$ cat src/rtl/kmeans_ctrl_pkg.sv
// rtl/kmeans_ctrl_pkg.sv - shared widths, state encoding and saturating add for kmeans_ctrl
package kmeans_ctrl_pkg;

    localparam int RGB_W    = 24;
    localparam int DIST_W   = 10;
    localparam int IDX_W    = 3;
    localparam int NUM_CENT = 8;
    localparam int RES_W    = IDX_W + DIST_W;
    localparam int SUM_W    = 26;

    typedef enum logic [2:0] {
        IDLE,
        CLEAR,
        LOAD_C,
        RUN,
        DRAIN,
        DONE
    } state_e;

    function automatic logic [SUM_W-1:0] sat_add(input logic [SUM_W-1:0]  a,
                                                 input logic [DIST_W-1:0] b);
        logic [SUM_W:0] s;
        s = {1'b0, a} + {{(SUM_W + 1 - DIST_W){1'b0}}, b};
        return s[SUM_W] ? {SUM_W{1'b1}} : s[SUM_W-1:0];
    endfunction

endpackage

$ cat src/rtl/res_fifo.sv
// rtl/res_fifo.sv - in-order result FIFO with simultaneous push/pop
module res_fifo #(
    parameter int DEPTH = 4,
    parameter int WIDTH = 13
) (
    input  logic                         clk,
    input  logic                         rst,
    input  logic                         push,
    input  logic [WIDTH-1:0]             push_data,
    input  logic                         pop,
    output logic [WIDTH-1:0]             pop_data,
    output logic                         empty,
    output logic [$clog2(DEPTH+1)-1:0]   count
);
    localparam int PTR_W = (DEPTH > 1) ? $clog2(DEPTH) : 1;
    localparam int CNT_W = $clog2(DEPTH + 1);

    logic [DEPTH-1:0][WIDTH-1:0] mem_q, mem_d;
    logic [PTR_W-1:0]            wr_ptr_q, wr_ptr_d;
    logic [PTR_W-1:0]            rd_ptr_q, rd_ptr_d;
    logic [CNT_W-1:0]            count_q, count_d;
    logic                        do_push, do_pop;

    // Pointers wrap explicitly so non-power-of-two depths work.
    function automatic logic [PTR_W-1:0] ptr_inc(input logic [PTR_W-1:0] p);
        return (p == PTR_W'(DEPTH - 1)) ? '0 : p + 1'b1;
    endfunction

    always_comb begin
        do_pop   = pop && (count_q != '0);
        do_push  = push && ((count_q != CNT_W'(DEPTH)) || do_pop);
        mem_d    = mem_q;
        wr_ptr_d = wr_ptr_q;
        rd_ptr_d = rd_ptr_q;
        count_d  = count_q;
        if (do_push) begin
            mem_d[wr_ptr_q] = push_data;
            wr_ptr_d        = ptr_inc(wr_ptr_q);
        end
        if (do_pop) begin
            rd_ptr_d = ptr_inc(rd_ptr_q);
        end
        case ({do_push, do_pop})
            2'b10:   count_d = count_q + 1'b1;
            2'b01:   count_d = count_q - 1'b1;
            default: count_d = count_q;
        endcase
    end

    always_ff @(posedge clk) begin
        if (rst) begin
            mem_q    <= '0;
            wr_ptr_q <= '0;
            rd_ptr_q <= '0;
            count_q  <= '0;
        end else begin
            mem_q    <= mem_d;
            wr_ptr_q <= wr_ptr_d;
            rd_ptr_q <= rd_ptr_d;
            count_q  <= count_d;
        end
    end

    assign pop_data = mem_q[rd_ptr_q];
    assign empty    = (count_q == '0);
    assign count    = count_q;

endmodule

$ cat src/rtl/kmeans_ctrl.sv
// rtl/kmeans_ctrl.sv - frame sequencer for the k-means distance/min datapath
module kmeans_ctrl
    import kmeans_ctrl_pkg::*;
#(
    parameter int LAT        = 2,
    parameter int FIFO_DEPTH = 4,
    parameter int NPIX_W     = 16
) (
    input  logic                      clk,
    input  logic                      rst,
    input  logic                      start,
    input  logic [NPIX_W-1:0]         num_pix,
    input  logic                      cent_valid,
    output logic                      cent_ready,
    input  logic [RGB_W-1:0]          cent_data,
    input  logic                      pix_valid,
    output logic                      pix_ready,
    input  logic [RGB_W-1:0]          pix_data,
    output logic                      dp_clear,
    output logic                      dp_c_en,
    output logic                      dp_if_en,
    output logic [NUM_CENT*RGB_W-1:0] dp_c_bus,
    output logic [RGB_W-1:0]          dp_if_in,
    input  logic [IDX_W-1:0]          dp_index,
    input  logic [DIST_W-1:0]         dp_distance,
    output logic                      res_valid,
    input  logic                      res_ready,
    output logic [IDX_W-1:0]          res_index,
    output logic [DIST_W-1:0]         res_distance,
    output logic                      busy,
    output logic                      done,
    output logic [SUM_W-1:0]          dist_sum
);
    localparam int CNT_W  = $clog2(FIFO_DEPTH + 1);
    localparam int BEAT_W = $clog2(NUM_CENT);

    state_e                         state_q, state_d;
    logic [NPIX_W-1:0]              num_pix_q, num_pix_d;
    logic [NPIX_W-1:0]              issued_q, issued_d;
    logic [BEAT_W-1:0]              beat_q, beat_d;
    logic [NUM_CENT-1:0][RGB_W-1:0] cent_q, cent_d;
    logic [LAT-1:0]                 vld_q, vld_d;
    logic [SUM_W-1:0]               dist_sum_q, dist_sum_d;
    logic                           dp_c_en_q, dp_c_en_d;

    logic [CNT_W-1:0]               fifo_count;
    logic                           fifo_empty;
    logic [RES_W-1:0]               fifo_dout;
    logic                           push, pop, pix_fire, fifo_empty_next;
    logic [7:0]                     inflight, occupancy;

    res_fifo #(
        .DEPTH (FIFO_DEPTH),
        .WIDTH (RES_W)
    ) u_res_fifo (
        .clk       (clk),
        .rst       (rst),
        .push      (push),
        .push_data ({dp_index, dp_distance}),
        .pop       (pop),
        .pop_data  (fifo_dout),
        .empty     (fifo_empty),
        .count     (fifo_count)
    );

    // Every output is forced low while rst is high, including the combinational handshakes.
    always_comb begin
        inflight = '0;
        for (int i = 0; i < LAT; i++) begin
            inflight = inflight + 8'(vld_q[i]);
        end
        occupancy = 8'(fifo_count) + inflight;

        // The dp_c_en cycle is kept free of pixels so none races the centroid load.
        pix_ready    = !rst && (state_q == RUN) && !dp_c_en_q &&
                       (issued_q < num_pix_q) && (occupancy < 8'(FIFO_DEPTH));
        pix_fire     = pix_valid && pix_ready;
        dp_if_en     = pix_fire;
        dp_if_in     = pix_fire ? pix_data : '0;
        cent_ready   = !rst && (state_q == LOAD_C);
        dp_clear     = !rst && (state_q == CLEAR);
        dp_c_en      = !rst && dp_c_en_q;
        dp_c_bus     = rst ? '0 : cent_q;
        push         = vld_q[LAT-1];
        res_valid    = !rst && !fifo_empty;
        pop          = res_valid && res_ready;
        res_index    = res_valid ? fifo_dout[RES_W-1:DIST_W] : '0;
        res_distance = res_valid ? fifo_dout[DIST_W-1:0] : '0;
        busy         = !rst && (state_q != IDLE);
        done         = !rst && (state_q == DONE);
        dist_sum     = rst ? '0 : dist_sum_q;
    end

    // DRAIN looks one cycle ahead so done lands LAT+2 cycles after the last accept.
    assign fifo_empty_next = !push && ((fifo_count == '0) ||
                                       ((fifo_count == CNT_W'(1)) && pop));

    always_comb begin
        state_d    = state_q;
        num_pix_d  = num_pix_q;
        issued_d   = issued_q;
        beat_d     = beat_q;
        cent_d     = cent_q;
        dist_sum_d = dist_sum_q;
        dp_c_en_d  = 1'b0;

        vld_d[0] = pix_fire;
        for (int i = 1; i < LAT; i++) begin
            vld_d[i] = vld_q[i-1];
        end

        if (pop) begin
            dist_sum_d = sat_add(dist_sum_q, res_distance);
        end

        case (state_q)
            IDLE: begin
                if (start) begin
                    num_pix_d  = num_pix;
                    issued_d   = '0;
                    dist_sum_d = '0;
                    state_d    = CLEAR;
                end
            end
            CLEAR: begin
                beat_d  = '0;
                state_d = LOAD_C;
            end
            LOAD_C: begin
                if (cent_valid) begin
                    cent_d[beat_q] = cent_data;
                    beat_d         = beat_q + 1'b1;
                    if (beat_q == BEAT_W'(NUM_CENT - 1)) begin
                        dp_c_en_d = 1'b1;
                        state_d   = RUN;
                    end
                end
            end
            RUN: begin
                if (pix_fire) begin
                    issued_d = issued_q + 1'b1;
                end
                if (issued_q == num_pix_q) begin
                    state_d = DRAIN;
                end
            end
            DRAIN: begin
                if ((vld_d == '0) && fifo_empty_next) begin
                    state_d = DONE;
                end
            end
            DONE: begin
                state_d = IDLE;
            end
            default: begin
                state_d = IDLE;
            end
        endcase
    end

    always_ff @(posedge clk) begin
        if (rst) begin
            state_q    <= IDLE;
            num_pix_q  <= '0;
            issued_q   <= '0;
            beat_q     <= '0;
            cent_q     <= '0;
            vld_q      <= '0;
            dist_sum_q <= '0;
            dp_c_en_q  <= 1'b0;
        end else begin
            state_q    <= state_d;
            num_pix_q  <= num_pix_d;
            issued_q   <= issued_d;
            beat_q     <= beat_d;
            cent_q     <= cent_d;
            vld_q      <= vld_d;
            dist_sum_q <= dist_sum_d;
            dp_c_en_q  <= dp_c_en_d;
        end
    end

endmodule

$ cat config.mk
export PLATFORM = sky130hd
export DESIGN_NAME = kmeans_ctrl
export DESIGN_NICKNAME = d
export VERILOG_FILES = /design/src/rtl/kmeans_ctrl_pkg.sv /design/src/rtl/res_fifo.sv /design/src/rtl/kmeans_ctrl.sv
export SDC_FILE = /design/constraint.sdc
export NUM_CORES = 1
export LEC_CHECK = 0
export CAP_MARGIN = 25
export CORE_ASPECT_RATIO = 0.9
export CORE_MARGIN = 5
export CORE_UTILIZATION = 30
export DETAILED_ROUTE_END_ITERATION = 6
export DONT_BUFFER_PORTS = 1
export GPL_TIMING_DRIVEN = 0
export PLACE_DENSITY = 0.5
export SLEW_MARGIN = 20
export SYNTH_ARGS = -nofsm -noshare
export SYNTH_HDL_FRONTEND = slang
export SYNTH_SLANG_ARGS = --single-unit
$ cat constraint.sdc
create_clock -name clk -period 5.2 [get_ports clk]
set_clock_uncertainty 0.2 [all_clocks]
set_input_delay 1.04 -clock clk [delete_from_list [all_inputs] [get_ports clk]]
set_output_delay 1.04 -clock clk [all_outputs]
set_load 0.1 [all_outputs]
; After elaboration in Yosys (flattened, before gate mapping)
; Index checks and enable logic that the tools add are counted.
[totals]
reg_bits = 318
inputBits = 83
output_inout_bits = 263
elab_cells = 130
[classes]
addsub = 9
magnitude_cmp = 7
n_eq_ne = 19
mux = 32
n_bitwise = 2
reduce_logical = 39
[op_table]
columns = cell, count
row1 = bitwise mux 192 bit, 1
row2 = 2-to-1 mux 192 bit, 1
row3 = 2-to-1 mux 26 bit, 5
row4 = demux 24 bit (select 3 bit), 1
row5 = bitwise mux 52 bit, 1
row6 = 2-to-1 mux 24 bit, 2
row7 = 2-to-1 mux 16 bit, 2
row8 = case mux 16 bit (2 select lines), 1
row9 = adder 26 x 10 -> 27 bit, 1
row10 = binary-select mux 13 bit (select 2 bit), 1
row11 = demux 13 bit (select 2 bit), 1
row12 = 2-to-1 mux 13 bit, 2
row13 = 2-to-1 mux 3 bit, 7
row14 = logical AND 1 bit, 19
row15 = adder 16 x 1 -> 16 bit (second input constant), 1
row16 = equality test 16 bit, 1
row17 = < comparator 16 bit, 1
row18 = case mux 3 bit (5 select lines), 1
row19 = case mux 3 bit (2 select lines), 2
row20 = 2-to-1 mux 10 bit, 1
row21 = equality test 3 bit (second input constant), 3
row22 = inequality test 2 bit (second input constant), 4
row23 = adder 3 x 1 -> 3 bit (second input constant), 2
row24 = equality test 2 bit (second input constant), 3
row25 = 27 further kinds, 44

; Longest topological paths before layout
; Gate-level depths: netlist of the first run.
[depth]
ltp_word = 10
depth_mapped = 14
ltp_nobuf = 13

; By module
; From an unflattened synthesis of the first run, not the netlist that was laid out.
[unflattened]
cells_unflattened = 1880
hier_area_um2 = 14984.4
[by_module_without_submodules]
columns = module, n_inst, cells_each, area_each_um2, seq_area_each_um2
row1 = kmeans_ctrl, 1, 1632, 12336.8, 5185.0
row2 = res_fifo, 1, 248, 2647.5, 1181.1

; Worst setup path before layout of the first run
; OpenSTA, ideal clock, no wires.
[synth_timing]
path_kind = input -> output
from = input rst
to = output pix_ready
arrival_ns = 6.213
required_time_ns = 3.960
setup_slack_ns = -2.253
stages = 4
path_buffers = 1
path_cell_list = buf_6 > nor4_4 > nand3_1 > a2111oi_0
[synth_between]
elab_chain_len = 5
[synth_lines]
columns = item, line_no
row1 = "start, declared", kmeans_ctrl.sv:10  ; input logic rst,
row2 = logical NOT 1 bit, kmeans_ctrl.sv:75  ; pix_ready = !rst && (state_q == RUN) && !dp_c_en_q &&
row3 = logical AND 1 bit (3 in series), kmeans_ctrl.sv:75
row4 = logical AND 1 bit, kmeans_ctrl.sv:76  ; (issued_q < num_pix_q) && (occupancy < 8'(FIFO_DEPTH));
row5 = "end, declared", kmeans_ctrl.sv:17  ; output logic pix_ready,
; Every way passes these cells.

; Worst setup path in the final report of the first run
[layout_timing]
from = register num_pix_q[11]
to = output dp_if_in[22]
[layout_between]
elab_chain_len = 5
[layout_lines]
columns = item, line_no
row1 = "start, declared", kmeans_ctrl.sv:38  ; logic [NPIX_W-1:0] num_pix_q, num_pix_d;
row2 = "start signal, assigned", kmeans_ctrl.sv:173  ; num_pix_q <= num_pix_d;
row3 = < comparator 16 bit, kmeans_ctrl.sv:76
row4 = logical AND 1 bit, kmeans_ctrl.sv:75
row5 = logical AND 1 bit, kmeans_ctrl.sv:76
row6 = logical AND 1 bit, kmeans_ctrl.sv:77  ; pix_fire = pix_valid && pix_ready;
row7 = named net dp_if_en, kmeans_ctrl.sv:21  ; output logic dp_if_en,
row8 = 2-to-1 mux 24 bit, kmeans_ctrl.sv:79  ; dp_if_in = pix_fire ? pix_data : '0;
row9 = "end, declared", kmeans_ctrl.sv:23  ; output logic [RGB_W-1:0] dp_if_in,
; The timed path passes the listed nets, and every way through them passes these cells.

==> results of run 1 <==
layout make-up:
class | instances | area share (%)
diodes | 1 | 0.0127
plain buffers | 146 | 3.15
clock buffers | 54 | 5.79
clock inverters | 16 | 1.01
inverters | 34 | 0.646
multi-input cells | 1411 | 42.3
flip-flops and latches | 318 | 32.2
well taps | 632 | 4.00
repair buffers | 84 | 10.9
metal layers:
layer / vias to the layer above / wire (µm) / GRT usage [%]
met5: - / 20 / 0
met4: 2 / 1330 / 5.72
met3: 87 / 3930 / 5.34
met2: 405 / 26200 / 32.4
met1: 6493 / 24600 / 26.0
li1: 6531 / - / -
how the worst max path moves through the flow:
stage	startpoint	endpoint	slack [ns]	depth (start not counted)
2_1_floorplan	rst	dist_sum_q[11]$_SDFF_PP0_	0.02	12
3_3_place_gp	rst	dist_sum_q[5]$_SDFF_PP0_	-0.74	12
3_5_place_dp	rst	dist_sum_q[5]$_SDFF_PP0_	-0.09	12
4_1_cts	num_pix_q[11]$_SDFFE_PP0P_	dp_if_in[6]	0.04	10
5_1_grt	u_res_fifo.rd_ptr_q[0]$_SDFFE_PP0P_	dist_sum_q[5]$_SDFF_PP0_	0.06	13
6_report	num_pix_q[11]$_SDFFE_PP0P_	dp_if_in[22]	0.32	9
power by group through the flow:
stage	Sequential [mW]	Clock (mW)	Combinational, mW
floorplan	2.52	0	0.246
global placement	2.52	0	0.369
detailed placement	2.52	0	0.406
CTS	2.47	2.92	0.408
global route	2.47	3.02	0.435
finish	2.47	2.84	0.404
cells in the mapped netlist, types with 2 or more instances:
master / n
ha_1: 40
a21boi_0: 3
buf_2: 44
buf_1: 2
nor2b_1: 235
a311oi_1: 2
or2_2: 4
and3_1: 16
o21ai_0: 19
nand2_1: 558
nor3b_1: 3
nand4_1: 8
o211a_1: 2
nand2b_1: 8
nand3_2: 2
dfxtp_1: 318
clkbuf_1: 97
mux4_2: 13
mux2i_1: 2
inv_1: 33
and2_1: 28
a21oi_1: 309
a21o_1: 3
or4_1: 4
nor3b_4: 2
o31ai_1: 5
xnor2_1: 13
nand3b_1: 5
and4_1: 4
or3_1: 10
buf_4: 3
nor4_1: 4
a211oi_1: 7
nand3_1: 19
nor2_1: 29
o21a_1: 5
nor3_1: 12
o221a_2: 9
xor2_1: 5
stage by stage:
stage          setup WS (ns)  power (mW)  utilization [%]  TNS, ns  hold WS (ns)
2_1_floorplan         0.0169        2.77                -        0         0.232
3_3_place_gp          -0.740        2.89             31.9   -17.25         0.237
3_5_place_dp         -0.0905        2.93             37.5   -0.380         0.242
4_1_cts               0.0445        5.79             40.2        0         0.250
5_1_grt               0.0612        5.93             40.4        0         0.262
6_report               0.319        5.72             40.4        0         0.249
worst register-to-register path: cells and delay by family, from the launching register on:
kind                       cells  cell delay (ns)
AOI/OAI and AO/OA              6             1.73
adders and majority gates      1             0.36
buffers and inverters          4             1.20
DFF                            1             0.33
muxes                          1             0.57
and+or+nand+nor                1             0.20
sequential cells by signal (all words and copies together) (netlist names):
name and cells:
vld_q 2, dist_sum_q 26, num_pix_q 16, u_res_fifo.wr_ptr_q 2
cent_q 192, state_q 3, issued_q 16, u_res_fifo.count 3
dp_c_en_q 1, beat_q 3, u_res_fifo.mem_q 52, u_res_fifo.rd_ptr_q 2
kinds of logic (layout without fill, tap and decap cells):
group | after synthesis | in the layout
flops | 318 | 318
simple gates | 960 | 960
compound gates | 376 | 376
buf+inv | 181 | 334
xor+xnor | 18 | 18
fa+ha+maj | 41 | 41
mux | 16 | 16
other cells | 0 | 1
timing repair:
item,CTS,global route
resized for setup,9,10
hold endpoints to repair,0,0
endpoints found under the setup margin,9,30
==> summary.md, run 1 <==
| Metric | Value |
|---|---|
| Row count | `slightly below 80` |
| Hold path depth | `2` |
| Final instance area | `between 0.015 and 0.02 mm²` |
| Final RePlAce weighted congestion | `0.857` |
| Kind of cell adding the most delay to the critical path | `compound AO/OA/AOI/OAI gates` |
| Layout Nets | `2158` |
| Placed inst area | `~0.018 mm²` |
| Layout Cells excl Fill | `between 2000 and 3000` |
| CP endpoint kind | `output port` |
| Crit path launch type | `flip-flop` |
| Synth Area in Simple Gates | `a little under a third` |
| CP bufs+invs | `3` |
| Commonest non-fill, non-tap cell in the layout | `nand2_1` |
| Net Sw Frac | `25.1%` |
| Clk pwr share | `a little under 50%` |
| Final setup vio count | `0` |
| Switching power of the nets | `between 1 and 1.5 mW` |
| Hold-fix buffers at CTS | `0` |
| Crit path max-delay cell type | `and2_2` |
| Reg2Reg Capture Point | `dist_sum_q[5]$_SDFF_PP0_` |
| CTS H-Tree Depth | `2` |
| Core ar. | `between 0.04 and 0.05 mm²` |
| Asr flop ratio synth | `0%` |
| Status | `finished, final reports clean` |
| Crit Path Category | `reg -> out` |
| Footprint of the multi-input gates | `0.00836 mm²` |
| Synth-to-Final Area Change | `33.6%` |
| GR Util All Layers | `between 10% and 20%` |
| Share of post-route cells with drive strength above 1 | `about a quarter` |
| Max Fanout on Critical Path | `10` |
| Top-area cell type share of the netlist area | `roughly 43%` |
| Maximum clock rate | `about 0.2 GHz` |
| Register area share after synthesis | `a little over two fifths` |
| Largest area contributor in the netlist | `dfxtp_1` |
| Comb pwr share | `7.1%` |
| PD cells | `289 mW/mm²` |
| Synthesized-area fraction occupied by adder cells | `about 3.5%` |
| 1st-iter DRT viols | `between 700 and 800` |
| Synth area leaders | `dfxtp_1 43%, nand2_1 14%, a21oi_1 10%, nor2b_1 9.9%, ha_1 3.4%` |
| I/O pin total | `approximately 350` |
| Global-route wire length before repair | `82300 µm` |
| Root buf cell | `clkbuf_16` |
| Fillcell total | `4877` |
| Reg clk slew, reported paths | `around 0.060 ns` |
| Overflow after GRT | `0` |
| Mux contribution to synthesized area | `2.19%` |
| CP required | `3.96 ns` |
| Die height | `221 µm` |
| Vias in the first global route | `13300` |
| Initial Util | `30.2%` |
| Register area | `about 0.0064 mm²` |
| Least-Margin Pin Slew | `about 1.1 ns` |
| Wire per inst | `20.8 µm` |
| Setup repair bufs after CTS | `0` |
| Worst min path class | `reg -> reg` |
| Largest net degree at the start of global routing | `13` |
| Top cell by count, worst path | `inv_1` |
| Hold Path End | `cent_q[82]$_SDFFE_PP0P_` |
| Origin of the critical flop-to-flop path | `u_res_fifo.rd_ptr_q[0]$_SDFFE_PP0P_` |
| Synth Area in Compound Gates | `around 14%` |
| Router iterations before antenna repair | `5` |
| Most used flip-flop cell after synthesis | `dfxtp_1` |
| Cells along the critical path | `inv_1 -> ha_1 -> a21oi_1 -> o21ai_0 -> a2111oi_4 -> nand3_2 -> inv_1 -> clkbuf_2 -> and2_2` |
| Period utilization | `between 90 and 100%` |
| Synth Register Bits | `about 320` |
| MaxCap Viol Count | `0` |
| Clock tree from TritonCTS | `built` |
| Main combinational cell family by area after synthesis | `simple AND/OR/NAND/NOR gates` |
| Vias post-DR | `13500` |
| Longest Clk Path Bufs | `3` |
| Placed cell count | `2623` |
| Post-synthesis cell area | `between 0.01 and 0.015 mm²` |
| Die W | `about 240 µm` |
| Number of buffers created by CTS | `39` |
| Post-synthesis xor/xnor area fraction | `around 1.1%` |
| Pins Over Slew Limit | `0` |
| WP data arrival | `about 3.6 ns` |
| Die area | `around 0.054 mm²` |
| Synthesized net count | `between 2000 and 2500` |
| Final min period | `4.88 ns` |
| Post-synth EDFFs | `0` |
| Reg2reg setup slack | `~0.49 ns` |
| Drt total wl | `between 50000 and 60000 µm` |
| IO buf count | `0` |
| Leakage | `6.66 nW` |
| Vias per cell | `about 5.0` |
| Cell count after synthesis | `around 1900` |
| Initial antenna violation count | `2` |
| Flop pwr share | `approximately 43%` |
| Worst skew pair latency | `about 0.55 ns` |
| HP Start | `cent_q[82]$_SDFFE_PP0P_` |
| Residual DRC count | `0` |
| Netlist cell types | `between 60 and 70` |
| RSZ-0062 raised after global routing | `false` |
| Clock tree sinks | `318` |
| Final HPWL DP | `around 41000 µm` |
| Remaining antenna violation count | `0` |
| Commonest cells after routing, fill and taps aside | `558 x nand2_1, 318 x dfxtp_1, 309 x a21oi_1` |
| Slew headroom | `roughly 24%` |
| Pint | `around 4.3 mW` |
| CP max stage delay | `around 0.60 ns` |
| Worst vdd ir | `~0.18 mV` |
| Yosys warnings | `0` |
| Syn Area/Cell | `7.74 µm²` |
| Reg2Reg Depth | `13` |
| Final Hold Vio Count | `0` |
No activity file was read; power rests on OpenSTA's default activity.
==> inputs of run 2 (changes only) <==
- MAX_ROUTING_LAYER: not set -> met4
- TNS_END_PERCENT: not set -> 20
==> run 2 against run 1 <==
Compared with the run above: clock power hardly changed; setup slack worse by 0.13 ns; global-route usage is 0.60 points higher; clock-buffer cell count stayed put; sequential power hardly changed; maximum frequency is 2.5% lower; first-iteration DRC count is 1.3% lower; sequential share of layout area hardly changed; power is 0.17% higher; critical path depth is 5 higher; sequential cell count stayed put; final area hardly changed.
==> summary.md, run 2 (synthesized netlist as in run 1, its figures left out) <==
| Metric | Value |
|---|---|
| Status | `finished, final reports clean` |
| Slew headroom | `24.6% (+0.43 points)` |
| Vias in the first global route | `13300 (-0.075%)` |
| Pre-CTS setup slack | `-0.0905 ns (unchanged)` |
| Layout Nets | `2159 (+0.046%)` |
| Setup slack after layout | `0.194 ns (-0.125 ns)` |
| I/O pin total | `346 (unchanged)` |
| Largest net degree at the start of global routing | `13 (unchanged)` |
| Top cell by count, worst path | `ha_1` |
| Crit path max-delay cell type | `nor2b_4` |
| Initial Util | `30.2% (unchanged)` |
| Fin Hold WS | `0.248 ns (-0.000322 ns)` |
| Setup repair bufs after CTS | `0 (unchanged)` |
| Worst min path class | `reg -> reg` |
| Vias post-DR | `13500 (-0.089%)` |
| Pins Over Slew Limit | `0 (unchanged)` |
| Worst skew pair latency | `0.55 ns (about the same)` |
| Overflow after GRT | `0 (unchanged)` |
| CP required | `5.44 ns (+1.48 ns)` |
| Final min period | `5.01 ns (+0.125 ns)` |
| Synth-to-Final Area Change | `33.7% (about the same)` |
| CP endpoint kind | `flip-flop` |
| Share of post-route cells with drive strength above 1 | `23.8% (about the same)` |
| Wire per inst | `20.8 µm (about the same)` |
| Number of buffers created by CTS | `39 (unchanged)` |
| Vias per cell | `5.01 (-0.16%)` |
| Crit path launch type | `flip-flop` |
| Commonest non-fill, non-tap cell in the layout | `nand2_1` |
| Least-Margin Pin Slew | `1.13 ns (-0.00638 ns)` |
| Initial antenna violation count | `2 (unchanged)` |
| Crit Path Category | `reg -> reg` |
| GR Util All Layers | `20.4% (+0.60 points)` |
| MaxCap Viol Count | `0 (unchanged)` |
| CTS H-Tree Depth | `2 (unchanged)` |
| Die area | `0.0538 mm² (unchanged)` |
| Final RePlAce weighted congestion | `0.870 (+1.6%)` |
| CP max stage delay | `0.70 ns (+0.10 ns)` |
| Die W | `244 µm (unchanged)` |
| RSZ-0062 raised after global routing | `true` |
| Final HPWL DP | `41300 µm (unchanged)` |
| Worst vdd ir | `0.178 mV (+0.19%)` |
| Longest Clk Path Bufs | `3 (unchanged)` |
| Global-route wire length before repair | `82200 µm (about the same)` |
| 1st-iter DRT viols | `757 (-1.3%)` |
| Row count | `77 (unchanged)` |
| Commonest cells after routing, fill and taps aside | `558 x nand2_1, 318 x dfxtp_1, 309 x a21oi_1` |
| Remaining antenna violation count | `0 (unchanged)` |
| Hold-fix buffers at CTS | `0 (unchanged)` |
| PD cells | `290 mW/mm² (+0.13%)` |
| Period utilization | `96.3% (+2.4 points)` |
| Root buf cell | `clkbuf_16` |
| Placed inst area | `0.0183 mm² (unchanged)` |
| Final setup vio count | `0 (unchanged)` |
| Max reg flops | `192 (unchanged)` |
| Final Hold Vio Count | `0 (unchanged)` |
| Core ar. | `0.0489 mm² (unchanged)` |
| Final instance area | `0.0198 mm² (about the same)` |
| Largest registers | `cent_q: 192 flops, u_res_fifo.mem_q: 52 flops, dist_sum_q: 26 flops` |
| Die height | `221 µm (unchanged)` |
| Clock tree sinks | `318 (unchanged)` |
| Max Fanout on Critical Path | `10 (unchanged)` |
| Reg with most FFs | `cent_q` |
| Clock tree from TritonCTS | `built` |
| Fin util | `40.4% (about the same)` |
| IO buf count | `0 (unchanged)` |
| Drt total wl | `56100 µm (about the same)` |
| Reg clk slew, reported paths | `0.06 ns (about the same)` |
| Router iterations before antenna repair | `5 (unchanged)` |
| Cells along the critical path | `inv_1 -> ha_1 -> nor2b_1 -> or2_2 -> clkbuf_1 -> nor2b_4 -> ha_1 -> a21o_1 -> a221oi_1 -> o221a_2 -> buf_2 -> o21ai_1 -> o21bai_1 -> o211a_1` |
| Leakage | `6.66 nW (about the same)` |
| Maximum clock rate | `0.200 GHz (-2.5%)` |
| WP data arrival | `5.25 ns (+1.61 ns)` |
| Residual DRC count | `0 (unchanged)` |
## run 2: cell count changes in the layout (fill, tap and decap cells not counted), sizes merged
| cell | previous run | this run |
|---|---|---|
| clkbuf | 151 | 152 |
| diode | 1 | 2 |
## run 2: layout make-up
type / count / area [µm²]
multi-input cells: 1411 / 8360
fillers: 4876 / 29200
diodes: 2 / 5.00
plain buffers: 147 / 627
repair buffers: 84 / 2150
inverters: 34 / 128
clock inverters: 16 / 200
flip-flops and latches: 318 / 6370
clock buffers: 54 / 1140
well taps: 632 / 791
## run 2: repair_timing
action                                  4_1_cts  5_1_grt
endpoints found under the setup margin        9       30
resized for setup                             9       10
gates cloned                                  0        0
pin swaps                                     0        0
## run 2: path summary, 6_finish.rpt
check,cells past startpoint,to,slack [ns],startpoint
worst max register to register,14,dist_sum_q[5]$_SDFF_PP0_,0.19,u_res_fifo.count[0]$_SDFFE_PP0P_
worst max-delay path,14,dist_sum_q[5]$_SDFF_PP0_,0.19,u_res_fifo.count[0]$_SDFFE_PP0P_
worst min register to register,2,cent_q[82]$_SDFFE_PP0P_,0.25,cent_q[82]$_SDFFE_PP0P_
worst min-delay path,2,cent_q[82]$_SDFFE_PP0P_,0.25,cent_q[82]$_SDFFE_PP0P_
## run 2: metal layers
layer | share of wire (%) | vias up | wire (µm) | track usage, %
met5 | 0 | - | 0 | -
met4 | 2.3 | 0 | 1270 | 5.72
met3 | 6.5 | 79 | 3660 | 4.93
met2 | 47 | 408 | 26200 | 32.3
met1 | 44 | 6488 | 24900 | 26.4
li1 | - | 6531 | - | -
## run 2: worst max-delay path, delay by kind of cell, from the launching register on
family	cells	cell delay [ns]
flops	1	0.42
buf+inv	3	0.71
compound gates	6	1.69
simple gates	3	1.26
fa+ha+maj	2	0.62
## run 2: per-stage QoR
stage / TNS [ns] / instances / power (mW)
2_1_floorplan: 0 / 1910 / 2.77
3_3_place_gp: -17.25 / 2542 / 2.89
3_5_place_dp: -0.380 / 2623 / 2.93
4_1_cts: 0 / 2693 / 5.79
5_1_grt: -1.67 / 2697 / 5.93
6_report: 0 / 2698 / 5.73
## run 2: where the power goes
group | total [mW] | internal [mW] | leakage [nW] | switching (mW)
Sequential | 2.47 | 2.46 | 2.56 | 0.0124
Clock | 2.85 | 1.74 | 0.663 | 1.11
Combinational | 0.404 | 0.0861 | 3.44 | 0.318
Total | 5.73 | 4.28 | 6.66 | 1.44
